File: config.mk
export PLATFORM = sky130hd
export DESIGN_NAME = nn_node_mac
export DESIGN_NICKNAME = d
export VERILOG_FILES = /design/src/rtl/nn_node_mac.sv
export SDC_FILE = /design/constraint.sdc
export NUM_CORES = 2
export LEC_CHECK = 0
export BUFFER_PORTS_ARGS = -buffer_cell sky130_fd_sc_hd__buf_2
export CORE_ASPECT_RATIO = 0.75
export CORE_MARGIN = 5
export CORE_UTILIZATION = 33
export CTS_CLUSTER_DIAMETER = 30
export DETAILED_ROUTE_END_ITERATION = 10
export PLACE_DENSITY = 0.47
export SYNTH_ARGS = -nofsm -noshare
export SYNTH_HDL_FRONTEND = slang
export SYNTH_SLANG_ARGS = --single-unit
File: constraint.sdc
create_clock -name clk -period 7.63 [get_ports clk]
set_input_delay 1.526 -clock clk [delete_from_list [all_inputs] [get_ports clk]]
set_output_delay 1.526 -clock clk [all_outputs]
set_load 0.01 [all_outputs]
File: src/rtl/nn_node_mac.sv
// nn_node_mac: streaming fixed-point neuron node.
//
// Accepts one (in_data, in_weight) beat per cycle over a valid/ready handshake.
// Signed products accumulate into an overflow-free accumulator seeded with
// the bias aligned to the product Q format. After N_INPUTS beats the sum is
// rescaled, saturated to DATA_W bits and, optionally, passed through ReLU.
//
// Optional feature macro: NN_NODE_RELU_EN
//   defined   -> negative results clamp to 0 (hidden-layer node)
//   undefined -> signed saturated result passes through (output-layer node)
//
// Ports:
//   clk        clock, rising edge
//   rst        asynchronous active-high reset
//   start      begin an evaluation (honoured only when idle)
//   bias       node bias, sampled on the accepted start cycle
//   in_valid   in_data/in_weight valid
//   in_ready   node accepts a beat this cycle
//   in_data    activation from previous layer
//   in_weight  weight paired with in_data
//   out_valid  out_data holds a finished result
//   out_ready  consumer takes the result
//   out_data   node result
//   busy       high whenever the node is not idle
module nn_node_mac #(
  parameter int unsigned DATA_W    = 32,
  parameter int unsigned FRAC_BITS = 16,
  parameter int unsigned N_INPUTS  = 784
) (
  input  logic              clk,
  input  logic              rst,
  input  logic              start,
  input  logic [DATA_W-1:0] bias,
  input  logic              in_valid,
  output logic              in_ready,
  input  logic [DATA_W-1:0] in_data,
  input  logic [DATA_W-1:0] in_weight,
  output logic              out_valid,
  input  logic              out_ready,
  output logic [DATA_W-1:0] out_data,
  output logic              busy
);

  // Wide enough for N_INPUTS worst-case products plus the aligned bias.
  localparam int unsigned ACC_W  = 2 * DATA_W + $clog2(N_INPUTS) + 1;
  localparam int unsigned PROD_W = 2 * DATA_W;
  localparam int unsigned CNT_W  = (N_INPUTS > 1) ? $clog2(N_INPUTS) : 1;

  localparam logic [CNT_W-1:0] LastBeat = CNT_W'(N_INPUTS - 1);

  localparam logic signed [ACC_W-1:0] SatMax =
      {{(ACC_W - DATA_W + 1){1'b0}}, {(DATA_W - 1){1'b1}}};
  localparam logic signed [ACC_W-1:0] SatMin =
      {{(ACC_W - DATA_W + 1){1'b1}}, {(DATA_W - 1){1'b0}}};

  typedef enum logic [1:0] {
    StIdle,
    StAccum,
    StFinish,
    StDone
  } state_e;

  state_e                    state_q, state_d;
  logic signed [ACC_W-1:0]   acc_q, acc_d;
  logic [CNT_W-1:0]          count_q, count_d;
  logic [DATA_W-1:0]         out_q, out_d;

  logic signed [DATA_W-1:0]  data_s, weight_s, bias_s;
  logic signed [PROD_W-1:0]  prod;
  logic signed [ACC_W-1:0]   bias_aligned;
  logic signed [ACC_W-1:0]   res;
  logic signed [DATA_W-1:0]  res_sat;
  logic        [DATA_W-1:0]  res_act;

  always_comb begin
    data_s       = signed'(in_data);
    weight_s     = signed'(in_weight);
    bias_s       = signed'(bias);
    prod         = PROD_W'(data_s) * PROD_W'(weight_s);
    // Bias is in DATA_W Q format; products carry 2*FRAC_BITS fraction bits.
    bias_aligned = ACC_W'(bias_s) <<< FRAC_BITS;
  end

  // Rescale (floor), saturate, activate.
  always_comb begin
    res = acc_q >>> FRAC_BITS;
    if (res > SatMax) begin
      res_sat = SatMax[DATA_W-1:0];
    end else if (res < SatMin) begin
      res_sat = SatMin[DATA_W-1:0];
    end else begin
      res_sat = res[DATA_W-1:0];
    end
`ifdef NN_NODE_RELU_EN
    res_act = res_sat[DATA_W-1] ? '0 : res_sat;
`else
    res_act = res_sat;
`endif
  end

  always_comb begin
    state_d = state_q;
    acc_d   = acc_q;
    count_d = count_q;
    out_d   = out_q;
    unique case (state_q)
      StIdle: begin
        if (start) begin
          acc_d   = bias_aligned;
          count_d = '0;
          state_d = StAccum;
        end
      end
      StAccum: begin
        if (in_valid) begin
          acc_d   = acc_q + ACC_W'(prod);
          count_d = count_q + CNT_W'(1);
          if (count_q == LastBeat) begin
            state_d = StFinish;
          end
        end
      end
      StFinish: begin
        out_d   = res_act;
        state_d = StDone;
      end
      StDone: begin
        if (out_ready) begin
          state_d = StIdle;
        end
      end
      default: state_d = StIdle;
    endcase
  end

  always_ff @(posedge clk or posedge rst) begin
    if (rst) begin
      state_q <= StIdle;
      acc_q   <= '0;
      count_q <= '0;
      out_q   <= '0;
    end else begin
      state_q <= state_d;
      acc_q   <= acc_d;
      count_q <= count_d;
      out_q   <= out_d;
    end
  end

  assign in_ready  = (state_q == StAccum);
  assign out_valid = (state_q == StDone);
  assign busy      = (state_q != StIdle);
  assign out_data  = out_q;

endmodule

==> impl_metrics.csv <==
group,metric,value,unit
critical_path,worst-path-max-fanout,4,
floorplanning,core,0.1447,mm2
layout,fin_cells,7670,
critical_path,worst_path_max_delay_cell,"fa_1",
cts,clk_path_buf_depth,2,
job,maxCapViolCount,0,
critical_path,crit_top_cell,"fa_1",
timing,max_freq,115.3,MHz
grt,use_met3,0.03391,
yosys,synthArstFlopShare,1.000,
yosys,synth_area,0.04795,mm2
critical_path,end_kind,"register",
grt,grt_pass1_vias,38610,
critical_path,r2r-start,"acc_q[30]",
grt,grt_usage,0.2101,
placement,dp.cells,7532,
worst_hold_path,min_from,"count_q[0]",
placement,dpl.hpwl,136900,um
timing,setup_viol,52,
critical_path,reg2reg_to,"acc_q[73]",
drt,remaining_drc_errors,0,
timing,drv_slew,0,
cts,ctsHtreeMaxLevel,4,
timing,tightest_slew,1.311,ns
critical_path,crit_required,8.01,ns
timing,fin_setup_tns,-34.30,ns
timing,fin_ws,-1.040,ns
layout,multiInputGateArea,0.04085,mm2
cts,cts_buffers,17,
drt,via_per_inst,4.668,
run_status,status,"complete, but fails checks",
layout,regArea,0.002978,mm2
layout,fin_nets,7404,
floorplanning,fp-row-count,121,
floorplanning,dieArea,0.1531,mm2
yosys,ys.flop_type,"dfrtp_1",
drt,vias,35800,
floorplanning,start_util,0.3313,
drt,dr.pass1.iters,8,
grt,grt_pass1_wl,248100,um
timing,hold_ws,0.5087,ns
grt,antenna_found_initial,10,
layout,fill_cells,14490,
cts,cts-root-buf,"clkbuf_16",
cts,insertion_delay,0.44,ns
placement,gp_congestion,0.9183,
timing,slew_headroom,0.1257,
yosys,synth_edf_count,0,
critical_path,cp_num_buf_inv,9,
floorplanning,die-height,340.1,um
drt,first_iter_violations,2374,
timing,hold_viol_final,0,
run_status,violations,"negative setup slack",
drt,avgRoutedWirePerCell,20.42,um
worst_hold_path,holdPathStages,1,
timing,rsz0062_at_grt,"yes",
timing,skew,0.01090,ns
cts,cts_tree,"done",
cts,cts.sinks,119,
critical_path,cp_top_family,"adder cells",
grt,gr-usage-met2,0.2849,
grt,grt_remaining_overflow,0,
yosys,syn_nets,6797,
grt,grt_start_max_net_pins,71,
drt,wl,156600,um
drt,antenna_left,0,
timing,min_period_over_period,1.136,
critical_path,r2r_slack,-0.04,ns
cts,path_clk_slew,0.06,ns
yosys,seq_area_frac_synth,0.06211,
floorplanning,dieWidth,450.1,um
yosys,ys_types,68,
critical_path,slowest_delay,0.57,ns
critical_path,r2r_cells,24,
grt,use_met1,0.3558,
placement,port_buffers,135,
yosys,synth.avg_cell_area,9.326,um2
floorplanning,pin_count,136,
grt,grt-busiest-layer,"met1",
yosys,synth-seq-cells,119,
critical_path,crit_type,"in -> reg",
worst_hold_path,hp-class,"reg -> reg",
critical_path,arrival,9.05,ns
yosys,yosys_warnings,0,
critical_path,crit_path_start_kind,"primary input",
layout,areaGrowthSynthToFinish,24.10,%
worst_hold_path,min_to,"count_q[0]",
layout,final_layout_size_suffix_gt1_frac,0.2236,
yosys,synthCells,5141,
timing,min_period,8.670,ns
## stage by stage
| stage | utilization | setup WS, ns | cell area, um2 |
|---|---|---|---|
| 5_1_grt | 0.4111 | -1.173 | 59500 |
| 2_1_floorplan | - | -1.602 | 48340 |
| 4_1_cts | 0.4031 | -0.9449 | 58350 |
| 3_3_place_gp | 0.3839 | -1.791 | 55570 |
| 6_report | 0.4111 | -1.040 | 59500 |
| 3_5_place_dp | 0.3839 | -1.735 | 55570 |
## cells in the final DEF (no fill, tap or decap), types with 8 or more instances in the layout
cell type      n
inv_1       1287
fa_1        1234
nand2_1      749
buf_4        570
and2_1       301
ha_1         203
dfrtp_1      119
buf_6         98
a21oi_1       94
buf_2         87
nor2_1        75
fa_2          74
inv_2         67
buf_12        65
o21ai_1       48
ha_4          43
o21ai_0       41
a21o_1        38
xor2_1        37
a21oi_2       35
nand4_1       34
nor2b_1       34
xnor2_1       33
a22oi_1       29
nand2_2       23
and2_4        21
nand3_1       19
clkbuf_16     19
o21ai_2       17
buf_8         16
a21oi_4       13
o21bai_1      13
o22ai_1       12
xnor2_2       11
nand2b_1       9
clkinvlp_4     8
## layer usage
metal,vias up,part of all wire,wire length [um]
met2,893,0.40,62030
met4,4,0.0085,1336
met5,-,0.00017,27
li1,16070,-,-
met1,18760,0.53,83000
met3,85,0.065,10260
## registers in the layout, summed over array words and instances, names as in the netlist
name and flops:
count_q 10, state_q 2, acc_q 75, out_data 32
## layout make-up
cell class | count | share of cell area
Clock inverter | 12 | 0.002145
Clock buffer | 20 | 0.007507
Multi-Input combinational cell | 3406 | 0.6865
Sequential cell | 119 | 0.05005
Timing Repair Buffer | 844 | 0.1275
Antenna cell | 3 | 0.0001262
Inverter | 1360 | 0.08617
Tap cell | 1906 | 0.04008
## worst max-delay path by stage
stage	slack (ns)	cells after the start	endpoint	from
floorplan	-1.60	28	acc_q[73]	in_data[31]
global placement	-1.79	32	acc_q[72]	in_weight[2]
detailed placement	-1.74	30	acc_q[72]	in_data[31]
CTS	-0.94	31	acc_q[72]	in_data[31]
global route	-1.17	34	acc_q[61]	in_data[31]
finish	-1.04	29	acc_q[73]	in_data[22]
## cells in the mapped netlist, types with 39 or more instances
| cell type | n | area, um2 |
|---|---|---|
| o21ai_0 | 101 | 505.5 |
| fa_1 | 1308 | 26190 |
| clkbuf_1 | 239 | 897.1 |
| xnor2_1 | 45 | 394.1 |
| dfrtp_1 | 119 | 2978 |
| a21oi_1 | 140 | 700.7 |
| xor2_1 | 43 | 376.6 |
| and2_1 | 322 | 2014 |
| inv_1 | 1360 | 5105 |
| a21o_1 | 39 | 292.8 |
| ha_1 | 247 | 3090 |
| nor2_1 | 89 | 334.1 |
| nand2_1 | 777 | 2917 |
## what timing repair did
item / in CTS / in global routing
hold buffers: 0 / 0
setup buffers: 61 / 45
endpoints found under the setup margin: 59 / 58
pin swaps: 180 / 141
resized for setup: 443 / 206
gates cloned: 5 / 2
## kinds of logic after synthesis
kind of cell / count (synthesis) / share of synthesized area
buffers and inverters: 1616 / 0.1272
adders and majority gates: 1555 / 0.6106
and+or+nand+nor: 1340 / 0.1295
AOI/OAI and AO/OA: 420 / 0.05384
DFF: 119 / 0.06211
xor gates and xnor gates: 88 / 0.01607
muxes: 3 / 0.0006785
Power is left out: the tool's default activity adds up to more than one toggle a clock period on the data nets, which glitch-free logic cannot reach.
